$ cat config.mk
export PLATFORM = sky130hd
export DESIGN_NAME = mem_stage_lsu
export DESIGN_NICKNAME = d
export VERILOG_FILES = /design/src/rtl/mem_stage_lsu_pkg.sv /design/src/rtl/mem_stage_lsu_load_align.sv /design/src/rtl/mem_stage_lsu.sv
export SDC_FILE = /design/constraint.sdc
export NUM_CORES = 1
export LEC_CHECK = 0
export ABC_AREA = 0
export BUFFER_PORTS_ARGS = -buffer_cell sky130_fd_sc_hd__buf_2
export CAP_MARGIN = 10
export CELL_PAD_IN_SITES_DETAIL_PLACEMENT = 1
export CELL_PAD_IN_SITES_GLOBAL_PLACEMENT = 2
export CORE_MARGIN = 5
export CORE_UTILIZATION = 27
export DETAILED_ROUTE_END_ITERATION = 12
export PLACE_DENSITY_LB_ADDON = 0.25
export SLEW_MARGIN = 20
export SYNTH_ARGS = -nofsm -noshare
export SYNTH_HDL_FRONTEND = slang
export SYNTH_SLANG_ARGS = --single-unit
export TNS_END_PERCENT = 10
$ cat constraint.sdc
create_clock -name clk -period 3.25 [get_ports clk]
set_input_delay 0.8125 -clock clk [delete_from_list [all_inputs] [get_ports clk]]
set_output_delay 0.8125 -clock clk [all_outputs]
set_load 0.01 [all_outputs]
$ cat src/rtl/mem_stage_lsu_pkg.sv
// Shared definitions for the MEM stage / load-store unit: load opcodes,
// stall-bus polarity and the load-wait state encoding.
package mem_stage_lsu_pkg;

    localparam logic [2:0] LD_LB  = 3'b000;
    localparam logic [2:0] LD_LH  = 3'b001;
    localparam logic [2:0] LD_LW  = 3'b010;
    localparam logic [2:0] LD_LD  = 3'b011;
    localparam logic [2:0] LD_LBU = 3'b100;
    localparam logic [2:0] LD_LHU = 3'b101;
    localparam logic [2:0] LD_LWU = 3'b110;

    localparam int   STALL_BUS_W = 6;
    localparam logic STOP        = 1'b1;
    localparam logic NO_STOP     = 1'b0;

    typedef enum logic [1:0] {
        LSU_IDLE,
        LSU_WAIT,
        LSU_HAVE
    } lsu_state_e;

endpackage

$ cat src/rtl/mem_stage_lsu_load_align.sv
// Selects the addressed byte/half/word out of a raw memory word and
// sign- or zero-extends it to XLEN.
module mem_stage_lsu_load_align
    import mem_stage_lsu_pkg::*;
#(
    parameter  int XLEN   = 32,
    localparam int LANE_W = $clog2(XLEN / 8)
) (
    input  logic [XLEN-1:0]   raw,
    input  logic [2:0]        op,
    input  logic [LANE_W-1:0] lane,
    output logic [XLEN-1:0]   value
);

    // Word lanes only exist on a 64-bit datapath; on 32-bit the word is always lane 0.
    localparam logic [LANE_W-1:0] W_MASK = (XLEN == 64) ? LANE_W'(4) : '0;

    logic [7:0]        b_val;
    logic [15:0]       h_val;
    logic [31:0]       w_val;
    logic [LANE_W-1:0] h_lane;
    logic [LANE_W-1:0] w_lane;

    function automatic logic [XLEN-1:0] sext8(input logic signed [7:0] v);
        return XLEN'(v);
    endfunction

    function automatic logic [XLEN-1:0] zext8(input logic [7:0] v);
        return XLEN'(v);
    endfunction

    function automatic logic [XLEN-1:0] sext16(input logic signed [15:0] v);
        return XLEN'(v);
    endfunction

    function automatic logic [XLEN-1:0] zext16(input logic [15:0] v);
        return XLEN'(v);
    endfunction

    function automatic logic [XLEN-1:0] sext32(input logic signed [31:0] v);
        return XLEN'(v);
    endfunction

    function automatic logic [XLEN-1:0] zext32(input logic [31:0] v);
        return XLEN'(v);
    endfunction

    always_comb begin
        h_lane = {lane[LANE_W-1:1], 1'b0};
        w_lane = lane & W_MASK;
        b_val  = raw[{lane, 3'b000} +: 8];
        h_val  = raw[{h_lane, 3'b000} +: 16];
        w_val  = raw[{w_lane, 3'b000} +: 32];
        value  = raw;
        case (op)
            LD_LB:   value = sext8(b_val);
            LD_LBU:  value = zext8(b_val);
            LD_LH:   value = sext16(h_val);
            LD_LHU:  value = zext16(h_val);
            LD_LW:   value = sext32(w_val);
            LD_LWU:  value = (XLEN == 64) ? zext32(w_val) : sext32(w_val);
            LD_LD:   value = (XLEN == 64) ? raw : sext32(w_val);
            default: value = raw;
        endcase
    end

endmodule

$ cat src/rtl/mem_stage_lsu.sv
// MEM pipeline stage: holds the EX->MEM payload, waits for variable-latency
// load data, aligns it and drives the WB and ID-bypass buses.
module mem_stage_lsu
    import mem_stage_lsu_pkg::*;
#(
    parameter  int XLEN    = 32,
    parameter  int RF_AW   = 5,
    parameter  int HILO_W  = 64,
    parameter  int STALL_W = STALL_BUS_W,
    parameter  int MEM_IDX = 3,
    localparam int LANE_W  = $clog2(XLEN / 8)
) (
    input  logic               clk,
    input  logic               rst,
    input  logic [STALL_W-1:0] stall_i,
    input  logic               flush_i,
    input  logic               ex_valid,
    input  logic [31:0]        ex_pc,
    input  logic               ex_rf_we,
    input  logic [RF_AW-1:0]   ex_rf_waddr,
    input  logic [XLEN-1:0]    ex_result,
    input  logic               ex_ld,
    input  logic [2:0]         ex_ld_op,
    input  logic [LANE_W-1:0]  ex_addr_lo,
    input  logic [HILO_W-1:0]  ex_hilo,
    input  logic               dmem_rvalid,
    input  logic [XLEN-1:0]    dmem_rdata,
    output logic               stallreq_mem,
    output logic               wb_valid,
    output logic [31:0]        wb_pc,
    output logic               wb_rf_we,
    output logic [RF_AW-1:0]   wb_rf_waddr,
    output logic [XLEN-1:0]    wb_wdata,
    output logic [HILO_W-1:0]  wb_hilo,
    output logic               fwd_we,
    output logic [RF_AW-1:0]   fwd_waddr,
    output logic [XLEN-1:0]    fwd_wdata,
    output logic               fwd_ready
);

    typedef struct packed {
        logic [31:0]       pc;
        logic              rf_we;
        logic [RF_AW-1:0]  waddr;
        logic [XLEN-1:0]   result;
        logic              ld;
        logic [2:0]        ld_op;
        logic [LANE_W-1:0] addr_lo;
        logic [HILO_W-1:0] hilo;
    } mem_pay_t;

    logic       vld_p1;
    mem_pay_t   pay_p1;
    lsu_state_e state;
    logic       drop_pend;
    logic [XLEN-1:0] rbuf;
    logic [XLEN-1:0] raw_word;
    logic [XLEN-1:0] aligned;

    logic advance, bubble, overwrite, in_wait, rv_eff, pending;
    logic unused_stall;

    assign unused_stall = ^stall_i;
    assign advance   = (stall_i[MEM_IDX] == NO_STOP);
    assign bubble    = (stall_i[MEM_IDX] == STOP) && (stall_i[MEM_IDX+1] == NO_STOP);
    assign overwrite = flush_i || advance || bubble;
    assign in_wait   = (state == LSU_WAIT);
    // A response arriving while a drop is owed belongs to the killed load.
    assign rv_eff    = dmem_rvalid && !drop_pend;
    assign pending   = in_wait && !rv_eff;

    // ---- EX -> MEM register and load-wait FSM ----
    always_ff @(posedge clk) begin
        if (rst) begin
            vld_p1    <= 1'b0;
            pay_p1    <= '0;
            state     <= LSU_IDLE;
            drop_pend <= 1'b0;
            rbuf      <= '0;
        end else begin
            if (flush_i || bubble) begin
                vld_p1 <= 1'b0;
                pay_p1 <= '0;
            end else if (advance) begin
                vld_p1 <= ex_valid;
                pay_p1 <= '{pc: ex_pc, rf_we: ex_rf_we, waddr: ex_rf_waddr,
                            result: ex_result, ld: ex_ld, ld_op: ex_ld_op,
                            addr_lo: ex_addr_lo, hilo: ex_hilo};
            end

            if (flush_i || bubble)
                state <= LSU_IDLE;
            else if (advance)
                state <= (ex_valid && ex_ld) ? LSU_WAIT : LSU_IDLE;
            else if (in_wait && rv_eff)
                state <= LSU_HAVE;

            if (in_wait && rv_eff)
                rbuf <= dmem_rdata;

            // Killing a load whose data is still outstanding owes one discarded response.
            if (pending && overwrite)
                drop_pend <= 1'b1;
            else if (dmem_rvalid && drop_pend)
                drop_pend <= 1'b0;
        end
    end

    // ---- MEM -> WB / bypass outputs ----
    assign raw_word = in_wait ? dmem_rdata : rbuf;

    mem_stage_lsu_load_align #(.XLEN(XLEN)) u_align (
        .raw   (raw_word),
        .op    (pay_p1.ld_op),
        .lane  (pay_p1.addr_lo),
        .value (aligned)
    );

    assign stallreq_mem = pending;
    assign wb_valid     = vld_p1 && !pending;
    assign wb_pc        = pay_p1.pc;
    assign wb_rf_we     = pay_p1.rf_we;
    assign wb_rf_waddr  = pay_p1.waddr;
    assign wb_wdata     = pay_p1.ld ? aligned : pay_p1.result;
    assign wb_hilo      = pay_p1.hilo;
    assign fwd_we       = vld_p1 && pay_p1.rf_we;
    assign fwd_waddr    = pay_p1.waddr;
    assign fwd_wdata    = wb_wdata;
    assign fwd_ready    = vld_p1 && !pending;

endmodule

======== Yosys cells after proc, flatten, opt, wreduce, memory -nomap -nowiden ========
Index checks and enable logic that the tools add are counted.
word-level totals
  bits of input ports ..................... 183
  flip-flop bits (word level) ............. 176
  output and inout port bits .............. 175
operators by class
  bitwise gates (word level) .............. 2
  shift-type cells ........................ 2
  equality and inequality tests ........... 5
  reduce and logical (&&, ||, !) cells .... 18
  muxes and demuxes ....................... 8
operators by type and width
  cell                                                                      count
  32-bit one-hot mux with 4 select lines                                    1
  32-bit two-way mux                                                        2
  32-bit by 6-bit variable part select with 16-bit output                   1
  32-bit by 6-bit variable part select with 8-bit output                    1
  1-bit logical AND                                                         9
  3-bit == test (second input constant)                                     2
  2-bit two-way mux                                                         2
  3-bit by 1-bit == test with 1-bit output (second input constant)          1
  1-bit logical NOT                                                         3
  3-bit logical NOT                                                         1
  1-bit logical OR                                                          3
  1-bit two-way mux                                                         3
  2-bit by 1-bit == test with 1-bit output (second input constant)          1
  2-bit by 1-bit inequality test with 1-bit output (second input constant)  1
  1-bit NOT                                                                 2
  2-bit nonzero test                                                        1
  2-bit OR reduction                                                        1

======== Longest topological paths before layout ========
Gate-level depths: netlist of the first run.
  word-level depth ........................ 6
  mapped depth ............................ 9

======== Cells and area by module ========
Synthesis of the first run repeated with hierarchy kept, for this count alone.
second synthesis, totals
  cell total of the unflattened synthesis .. 945
  area total of the unflattened synthesis .. 8764.7 um^2
modules (own cells, without submodules)
  module                    seq. area each (um^2)  instances  area each (um^2)  cells an instance
  mem_stage_lsu             3523.4                 1          7996.4            828
  mem_stage_lsu_load_align  0.0                    1          768.2             117

======== Least setup slack after synthesis of the first run ========
OpenSTA, ideal clock, no wires.
  path kind ............................... input-to-output
  start ................................... in dmem_rdata[23]
  end ..................................... out wb_wdata[15]
  required time ........................... 2.438 ns
  stages .................................. 7
  setup slack ............................. 0.096 ns
  arrival ................................. 2.342 ns
  path buffers ............................ 2
  cells stage by stage .................... and3b_1 -> a2111oi_0 -> a311o_1 -> or3_4 -> buf_6 -> a31oi_1 -> buf_4
between the ends
  longest elaborated chain between the ends .. 4
RTL lines
  what                                                    RTL line                        source
  from (decl)                                             mem_stage_lsu.sv:27             input logic [XLEN-1:0] dmem_rdata,
  32-bit two-way mux                                      mem_stage_lsu.sv:110            assign raw_word = in_wait ? dmem_rdata : rbuf;
  32-bit by 6-bit variable part select with 8-bit output  mem_stage_lsu_load_align.sv:51  b_val = raw[{lane, 3'b000} +: 8];
  32-bit one-hot mux with 4 select lines                  mem_stage_lsu_load_align.sv:55  case (op)
  32-bit two-way mux                                      mem_stage_lsu.sv:124            assign wb_wdata = pay_p1.ld ? aligned : pay_p1.result;
  to (decl)                                               mem_stage_lsu.sv:33             output logic [XLEN-1:0] wb_wdata,
Every way passes these cells.

======== Final worst setup path of the first run ========
  start ................................... reg state[1]
  end ..................................... out wb_wdata[14]
between the ends
  longest elaborated chain between the ends .. 5
RTL lines
  what                                                                                                                               RTL line                                                        source
  from (decl)                                                                                                                        mem_stage_lsu.sv:54                                             lsu_state_e state;
  from (signal assigned)                                                                                                             mem_stage_lsu.sv:94                                             state <= (ex_valid && ex_ld) ? LSU_WAIT : LSU_IDLE;
  2-bit by 1-bit == test with 1-bit output *                                                                                         mem_stage_lsu.sv:67                                             assign in_wait = (state == LSU_WAIT);
  32-bit two-way mux *                                                                                                               mem_stage_lsu.sv:110
  32-bit by 6-bit variable part select with 16-bit output or 32-bit by 6-bit variable part select with 8-bit output (tied branches)  mem_stage_lsu_load_align.sv:52, mem_stage_lsu_load_align.sv:51
  32-bit one-hot mux with 4 select lines *                                                                                           mem_stage_lsu_load_align.sv:55
  32-bit two-way mux *                                                                                                               mem_stage_lsu.sv:124
Mark *: on every way between the ends. The rest lies on a longest branch, timed or not.

==> impl_metrics.csv, run 1 <==
group,metric,value,unit
finish,seq_area,3520,µm²
cts,cts_tree,"yes",
drt,avgViaCountPerCell,4.56,
finish,nets,1337,
power,fin_total_pwr,4.98,mW
logic_synthesis,ys_ff_latch,176,
logic_synthesis,synthArstFlopShare,0,%
timing,rsz0062_at_grt,"yes",
logic_synthesis,netlist_instances,954,
setup_path,critical_path_cell_count,7,
timing,period_minus_slack,3290,ps
global_routing,track_usage,16.0,%
setup_path,critPathKind,"flip-flop to primary output",
logic_synthesis,ys_warn_count,0,
timing,slew_headroom,38.8,%
drt,drc,0,
logic_synthesis,synth_nets,1137,
worst_hold_path,hp-class,"flip-flop to flip-flop",
logic_synthesis,synth_cell_types,40,
timing,finalSetupTns,-433,ps
power,p_leak,5.07,nW
logic_synthesis,synth-seq-area-share,41.6,%
worst_hold_path,holdPathStages,2,
cts,clock-sinks,176,
outcome,violations,"negative setup slack",
finish,n_fill_cell,3632,
drt,drt-total-wl,29.0,mm
place,gp_congestion,0.775,
logic_synthesis,synth-edff-count,0,
global_routing,grt_max_degree,85,
timing,max_freq,0.304,GHz
cts,clockRootBuffer,"clkbuf_16",
drt,wl_per_cell,18.5,µm
floorplanning,initial_core_util,27.5,%
power,peakVddDrop,291,µV
finish,mostFrequentLayoutCell,"buf_2",
setup_path,crit_fanout,12,
setup_path,reg2regPathDepth,7,
timing,hold_viol,0,
drt,drtAntennaViolNets,0,
finish,stdcell_area,10600,µm²
floorplanning,die_w,187,µm
cts,worst_setup_hold_path_clk_slew,70,ps
drt,num_vias,7135,
drt,drtIter0Drc,179,
setup_path,cp-start-kind,"flip-flop",
setup_path,cp_top_family,"simple AND/OR/NAND/NOR gates",
global_routing,grt_pass1_wl,44.7,mm
place,dp.final_hpwl,22.0,mm
cts,cts-htree-levels,4,
floorplanning,pin_count,358,
setup_path,slowest_stage,"or3_4",
global_routing,grt_pass1_vias,7682,
setup_path,max_stage_delay,440,ps
cts,clock_path_buffers,2,
logic_synthesis,synth_top_flop_cell,"dfxtp_1",
logic_synthesis,synth.avg_cell_area,8.89,µm²
timing,layout_setup_ws,-38.7,ps
place,place_area,9720,µm²
outcome,status,"finished with violations",
finish,drive_gt1_share,40.6,%
run,drv_cap,0,
timing,final-setup-viol-count,23,
timing,skew,6.14,ps
floorplanning,dieArea,35000,µm²
finish,synthToLayoutAreaGrowth,24.9,%
timing,drv_slew,0,
finish,stdcell_count,1565,
finish,final_cell_mix,"buf_2 (352), dfxtp_1 (175), nor2_1 (162)",
cts,cts_buffers,17,
setup_path,cp.required,2440,ps
place,portBuffers,353,
timing,tightest_slew,918,ps
drt,drt_first_pass_iters,4,
place,dp.cells,1528,
floorplanning,die_h,187,µm
logic_synthesis,netlist_area,8480,µm²
floorplanning,core_region_area,30800,µm²
timing,period_share,101,%
setup_path,worstPathCellList,"and2b_4 > mux2i_2 > a311o_1 > or3_4 > buf_12 > a31oi_4 > buf_2",
global_routing,antenna_found_initial,12,
setup_path,cp.arrival,2480,ps
place,dp_slack,-158,ps
power,p_per_area,471,nW/µm²
floorplanning,num_rows,64,
setup_path,setup.worst_path.end_class,"primary output",
cts,insertion_delay,420,ps
global_routing,grt-ovfl-total,0,
setup_path,crit_buf_inv,2,
finish,multi_input_area,3840,µm²
metrics by stage:
stage	util (%)	hold slack (ps)
after global routing	34.3	483
after CTS	34.2	459
after floorplan	-	434
final	34.4	457
after global placement	31.5	439
after detailed placement	31.5	446
sequential cells by signal, summed over array words and instances, names as in the netlist:
name       flops
pay_p1        38
wb_rf_we       1
rbuf          32
fwd_waddr      5
wb_pc         32
state          2
wb_hilo       64
drop_pend      1
vld_p1         1
what timing repair did:
item,4_1_cts,5_1_grt
gates resized for setup,38,6
hold buffers,0,0
pin swaps,4,0
endpoints found under the setup margin,62,62
setup buffers,2,1
worst paths after layout:
path / start / end / slack (ps)
worst max-delay path: state[1] / wb_wdata[14] / -40
worst min-delay path: rbuf[30] / rbuf[30] / 460
worst max register to register: state[1] / rbuf[8] / 1290
worst min register to register: rbuf[30] / rbuf[30] / 460
cell families (layout without fill, tap and decap cells):
group                  count (synthesis)  count (layout)  share of synthesized area [%]
AOI/OAI and AO/OA                    121             121                           8.49
buffers and inverters                208             421                           15.7
DFF                                  176             176                           41.6
muxes                                172             172                           21.0
other                                  0               2                              0
and+or+nand+nor                      277             277                           13.3
cells in the mapped netlist (2+ instances only):
master,count,share of area (%)
dfxtp_1,176,42
nor2_1,163,7.2
mux2i_1,145,17
buf_4,139,12
nand2_1,82,3.6
a21oi_1,53,3.1
clkbuf_1,53,2.3
mux2_2,25,3.3
a31oi_1,21,1.5
o22ai_1,12,0.89
o21ai_0,11,0.65
nand2b_1,7,0.52
o211ai_1,7,0.62
inv_1,6,0.27
nand4_1,5,0.37
nor2b_1,5,0.37
buf_1,4,0.18
o22a_1,4,0.41
and2_1,3,0.22
buf_2,3,0.18
buf_6,3,0.40
nand3_1,3,0.18
a2111oi_0,2,0.21
a311o_1,2,0.24
and3b_1,2,0.21
mux4_2,2,0.53
nor3_1,2,0.12
o21ai_1,2,0.12
worst min-delay path, stage by stage (launching register included):
cell and delay [ps]:
dfxtp_1 310, nand2_1 50, a21oi_1 50
where the power goes:
group,switching (mW),leakage [nW],internal (mW)
sequential,0.0279,1.43,2.21
clock,1.05,0.302,1.12
combinational,0.311,3.34,0.273
metal layers:
metal	wire [µm]	vias to the layer above	track usage [%]
met2	14600	225	28.8
met4	255	14	3.16
met3	2330	29	6.25
met1	11700	3400	18.2
li1	-	3467	-
met5	77	-	0
layout make-up:
cell class                      count  share of cell area, %
Inverter                            6                  0.213
Antenna cell                        2                 0.0473
Timing Repair Buffer              383                   19.7
Multi-Input combinational cell    570                   36.3
Sequential cell                   176                   33.3
Tap cell                          396                   4.68
Clock inverter                     15                   1.82
Clock buffer                       17                   4.02
No activity file was read; power rests on OpenSTA's default activity.
==> run 2: changes to the inputs <==
--- a/config.mk
+++ b/config.mk
@@ -6,14 +6,15 @@
 export NUM_CORES = 1
 export LEC_CHECK = 0
 export ABC_AREA = 0
-export BUFFER_PORTS_ARGS = -buffer_cell sky130_fd_sc_hd__buf_2
 export CAP_MARGIN = 10
 export CELL_PAD_IN_SITES_DETAIL_PLACEMENT = 1
 export CELL_PAD_IN_SITES_GLOBAL_PLACEMENT = 2
 export CORE_MARGIN = 5
-export CORE_UTILIZATION = 27
+export CORE_UTILIZATION = 36
 export DETAILED_ROUTE_END_ITERATION = 12
+export DONT_BUFFER_PORTS = 1
 export PLACE_DENSITY_LB_ADDON = 0.25
+export REMOVE_ABC_BUFFERS = 1
 export SLEW_MARGIN = 20
 export SYNTH_ARGS = -nofsm -noshare
 export SYNTH_HDL_FRONTEND = slang
==> impl_metrics.csv, run 2 (same netlist as run 1, synthesis figures left out) <==
group,metric,value,unit
timing,hold_viol,0,
finish,mostFrequentLayoutCell,"dfxtp_1",
worst_hold_path,hp-class,"input port to flip-flop",
setup_path,slowest_stage,"mux4_2",
setup_path,setup.worst_path.end_class,"primary output",
power,seq_power_share,48.3,%
cts,clock-sinks,176,
setup_path,max_stage_delay,500,ps
finish,nets,1017,
finish,largest_reg_flops,64,
setup_path,worstPathCellList,"and2b_4 > buf_6 > mux4_2 > nand3b_1 > buf_6 > a31oi_2 > buf_4",
timing,tightest_slew,620,ps
setup_path,cp.required,2440,ps
floorplanning,num_rows,56,
timing,max_freq,0.307,GHz
floorplanning,initial_core_util,36.3,%
global_routing,grt_pass1_wl,39.4,mm
drt,wl_per_cell,22.6,µm
drt,drt-total-wl,26.4,mm
floorplanning,dieArea,26700,µm²
outcome,status,"finished with violations",
drt,drc,0,
place,dp.final_hpwl,19.1,mm
power,peakVddDrop,339,µV
timing,drv_slew,0,
setup_path,cp_top_family,"buffers and inverters",
floorplanning,die_w,163,µm
timing,hold-worst-slack,445,ps
setup_path,cp-start-kind,"flip-flop",
drt,drt_first_pass_iters,4,
place,portBuffers,0,
finish,diodes,0,
drt,drtIter0Drc,222,
cts,cts_buffers,17,
timing,layout_setup_ws,-2.06,ps
run,drv_cap,0,
power,power.switching,1.26,mW
timing,rsz0062_at_grt,"yes",
global_routing,track_usage,19.2,%
setup_path,cpMostUsedCell,"buf_6",
timing,period_share,100,%
finish,synthToLayoutAreaGrowth,7.70,%
drt,drtAntennaViolNets,0,
drt,num_vias,5972,
floorplanning,core_region_area,23300,µm²
timing,skew,7.53,ps
power,p_leak,3.64,nW
global_routing,grt_pass1_vias,6603,
finish,drive_gt1_share,18.4,%
floorplanning,pin_count,358,
setup_path,cp.arrival,2440,ps
setup_path,crit_fanout,12,
power,switching_share,26.8,%
timing,final-setup-viol-count,2,
place,dp.cells,1125,
cts,cts_tree,"yes",
timing,period_minus_slack,3250,ps
outcome,violations,"negative setup slack",
finish,stdcell_count,1166,
floorplanning,die_h,163,µm
cts,cts-htree-levels,4,
global_routing,grt_max_degree,145,
cts,clockRootBuffer,"clkbuf_16",
power,clock_power_share,43.8,%
global_routing,grt-ovfl-total,0,
setup_path,critPathKind,"flip-flop to primary output",
finish,final_cell_mix,"dfxtp_1 (174), nor2_1 (163), mux2i_1 (143)",
finish,n_fill_cell,2662,
power,p_per_area,513,nW/µm²
drt,avgViaCountPerCell,5.12,
power,p_comb_share,7.9,%
global_routing,antenna_found_initial,0,
setup_path,crit_buf_inv,3,
cts,insertion_delay,420,ps
cts,ctsHoldBuffers,0,
power,p_int,3.42,mW
timing,slew_headroom,58.6,%
cts,worst_setup_hold_path_clk_slew,80,ps
place,gp_congestion,0.837,
cts,clock_path_buffers,2,
run 2: final cells by class:
class                           count  area (µm²)  area share, %
Sequential cell                   176        3530           38.6
Timing Repair Buffer               63         632           6.92
Inverter                            6        22.5          0.247
Clock buffer                       18         429           4.70
Tap cell                          319         399           4.37
Multi-Input combinational cell    570        3960           43.3
Clock inverter                     14         165           1.81
run 2: repair_timing:
item | CTS | global route
setup endpoints to repair | 62 | 62
gates cloned | 2 | 0
gates resized for setup | 43 | 32
setup buffers | 7 | 1
pin swaps | 7 | 2
endpoints found under the hold margin | 0 | 0
run 2: final timing paths:
kind,startpoint,endpoint,slack (ps),depth (start not counted)
setup / recovery,state[1],wb_wdata[21],-2,7
setup reg to reg,state[1],rbuf[17],1120,8
hold / removal,rst,rbuf[12],440,1
hold reg to reg,rbuf[13],rbuf[13],450,2
run 2: power by group through the flow:
stage | registers, mW | logic, mW | clock network, mW
final | 2.26 | 0.371 | 2.05
after global routing | 2.27 | 0.408 | 2.21
after CTS | 2.26 | 0.366 | 2.12
after detailed placement | 2.31 | 0.336 | 0
after global placement | 2.31 | 0.325 | 0
after floorplan | 2.30 | 0.230 | 0
run 2: worst reg2reg max path: cells and delay by family (launching register included):
kind            cells  cell delay (ps)
compound gates      1              190
buf+inv             4              830
flops               1              350
simple gates        3              680
run 2: through the flow:
stage,area (µm²),setup slack (ps),TNS (ps),util (%),power [mW]
floorplan,7170,-2630,-385370,-,2.53
detailed placement,8050,62.3,0,34.5,2.65
CTS,8980,-49.3,-1560,38.5,4.75
finish,9130,-2.06,-4.12,39.1,4.68
global placement,8050,46.1,0,34.5,2.64
global route,9130,-93.9,-3550,39.1,4.88
run 2: routing by layer:
layer | routed length (µm) | GRT usage (%) | up-vias
met5 | 0 | 0 | -
met4 | 338 | 5.45 | 0
met3 | 2450 | 7.52 | 20
met2 | 13500 | 34.0 | 231
met1 | 10000 | 21.5 | 2887
li1 | - | - | 2834
==> run 3: changes to the inputs <==
--- a/config.mk
+++ b/config.mk
@@ -10,7 +10,7 @@
 export CELL_PAD_IN_SITES_DETAIL_PLACEMENT = 1
 export CELL_PAD_IN_SITES_GLOBAL_PLACEMENT = 2
 export CORE_MARGIN = 5
-export CORE_UTILIZATION = 36
+export CORE_UTILIZATION = 23
 export DETAILED_ROUTE_END_ITERATION = 12
 export DONT_BUFFER_PORTS = 1
 export PLACE_DENSITY_LB_ADDON = 0.25
==> impl_metrics.csv, run 3 (same netlist as run 1, synthesis figures left out) <==
group,metric,value,unit
setup_path,r2r_start,"state[1]",
finish,diodes,0,
outcome,status,"finished with violations",
finish,drive_gt1_share,19.5,%
power,switching_share,25.6,%
power,p_comb_share,8.0,%
finish,stdcell_count,1321,
cts,clock_path_buffers,2,
floorplanning,die_h,202,µm
floorplanning,num_rows,70,
cts,worst_setup_hold_path_clk_slew,70,ps
cts,cts_tree,"yes",
setup_path,reg2regPathDepth,7,
drt,drtAntennaViolNets,0,
place,dp.cells,1279,
timing,rsz0062_at_grt,"yes",
worst_hold_path,holdPathStages,1,
power,peakVddDrop,317,µV
floorplanning,die_w,202,µm
cts,cts_buffers,17,
timing,hold_viol,0,
cts,ctsHoldBuffers,0,
global_routing,grt-ovfl-total,0,
timing,period_minus_slack,3410,ps
drt,drc,0,
timing,drv_slew,0,
run,drv_cap,0,
worst_hold_path,hold_end,"rbuf[1]",
timing,layout_setup_ws,-157,ps
drt,dr_wl_met3,3.08,mm
finish,nets,1023,
drt,dr.max_layer_used,"met5",
setup_path,cp-start-kind,"flip-flop",
finish,final_cell_mix,"dfxtp_1 (173), nor2_1 (163), mux2i_1 (144)",
setup_path,critPathKind,"flip-flop to primary output",
timing,hold-worst-slack,442,ps
place,dp.final_hpwl,20.6,mm
finish,n_fill_cell,4187,
power,p_per_area,508,nW/µm²
cts,cts-htree-levels,4,
global_routing,grt_pass1_wl,43.0,mm
setup_path,crit_fanout,6,
worst_hold_path,hold_path.startpoint,"rst",
worst_hold_path,hp-class,"input port to flip-flop",
finish,mostFrequentLayoutCell,"dfxtp_1",
power,power.switching,1.23,mW
global_routing,antenna_found_initial,4,
drt,drtIter0Drc,175,
finish,multi_input_area,3980,µm²
timing,skew,11.7,ps
setup_path,setup.worst_path.end_class,"primary output",
setup_path,reg2reg_slack,1300,ps
cts,clock-sinks,176,
power,fin_total_pwr,4.80,mW
setup_path,cp.required,2440,ps
floorplanning,dieArea,40800,µm²
place,portBuffers,0,
finish,synthToLayoutAreaGrowth,11.4,%
global_routing,grt_pass1_vias,6331,
drt,num_vias,6034,
timing,slew_headroom,56.3,%
cts,clockRootBuffer,"clkbuf_16",
finish,seq_area,3530,µm²
timing,tightest_slew,655,ps
power,seq_power_share,47.2,%
drt,wl_met2,14.0,mm
drt,avgViaCountPerCell,4.57,
global_routing,track_usage,14.0,%
setup_path,reg2reg_to,"rbuf[25]",
drt,drt_first_pass_iters,4,
cts,insertion_delay,440,ps
drt,wl_per_cell,22.2,µm
timing,final-setup-viol-count,50,
power,p_int,3.57,mW
power,clock_power_share,44.8,%
drt,drt-total-wl,29.3,mm
power,p_leak,3.70,nW
global_routing,grt_max_degree,145,
outcome,violations,"negative setup slack",
finish,largest_reg_flops,64,
floorplanning,pin_count,358,
floorplanning,initial_core_util,23.2,%
timing,period_share,105,%
setup_path,cp.arrival,2590,ps
drt,wl_met1,11.9,mm
place,dp_slack,-17.7,ps
place,gp_congestion,0.689,
floorplanning,core_region_area,36500,µm²
timing,max_freq,0.294,GHz
[run 3: cell types whose count changed in the layout (fill, tap and decap cells not counted), moves of 3 or more]
cell / change
mux2_4: -14
clkinv_2: +4
buf_6: +9
buf_12: +3
a31oi_2: -6
clkinv_8: -5
a31oi_4: +5
buf_4: -7
mux2_2: +14
[run 3: what timing repair did]
item / in CTS / in global routing
pin swaps: 6 / 10
cloned: 2 / 0
buffers inserted: 4 / 4
setup endpoints to repair: 62 / 62
resized for setup: 33 / 50
[run 3: worst max path at each step]
| stage | start | endpoint | slack, ps | depth (start not counted) |
|---|---|---|---|---|
| 2_1_floorplan | stall_i[3] | fwd_waddr[0] | -2630 | 3 |
| 3_3_place_gp | dmem_rdata[23] | wb_wdata[18] | -20 | 7 |
| 3_5_place_dp | dmem_rdata[23] | wb_wdata[15] | -20 | 6 |
| 4_1_cts | state[1] | wb_wdata[20] | -170 | 8 |
| 5_1_grt | state[1] | wb_wdata[15] | -260 | 8 |
| 6_report | state[1] | fwd_wdata[15] | -160 | 8 |
[run 3: area by class of cell]
class | instances | area share (%)
multi-input cells | 571 | 42.2
flip-flops and latches | 176 | 37.3
repair buffers | 68 | 7.76
well taps | 468 | 6.20
clock buffers | 18 | 4.65
clock inverters | 14 | 1.64
inverters | 6 | 0.238
[run 3: power groups by stage]
stage | sequential (mW) | clock, mW | combinational (mW)
floorplan | 2.30 | 0 | 0.230
detailed placement | 2.31 | 0 | 0.345
global placement | 2.32 | 0 | 0.338
finish | 2.27 | 2.15 | 0.385
global route | 2.27 | 2.34 | 0.422
CTS | 2.27 | 2.25 | 0.363
[run 3: worst max-delay path, cell delays in order, from the launching register on]
cell	delay, ps
dfxtp_2	330
buf_6	110
and3b_2	270
a2111oi_4	40
a311o_2	410
buf_6	140
or3_4	470
a31oi_4	230
buf_6	140
[run 3: through the flow]
| stage | cell area, µm² | util, % | setup TNS, ps |
|---|---|---|---|
| 6_report | 9450 | 25.9 | -5110 |
| 5_1_grt | 9450 | 25.9 | -11300 |
| 4_1_cts | 9100 | 24.9 | -6000 |
| 3_5_place_dp | 8300 | 22.7 | -47.0 |
| 3_3_place_gp | 8300 | 22.7 | -37.3 |
| 2_1_floorplan | 7170 | - | -385370 |
[run 3: per-layer routing]
layer / up-vias / global-route usage, %
met1: 2915 / 16.1
li1: 2849 / -
met4: 6 / 3.13
met3: 19 / 7.49
met5: - / 0
met2: 245 / 23.2
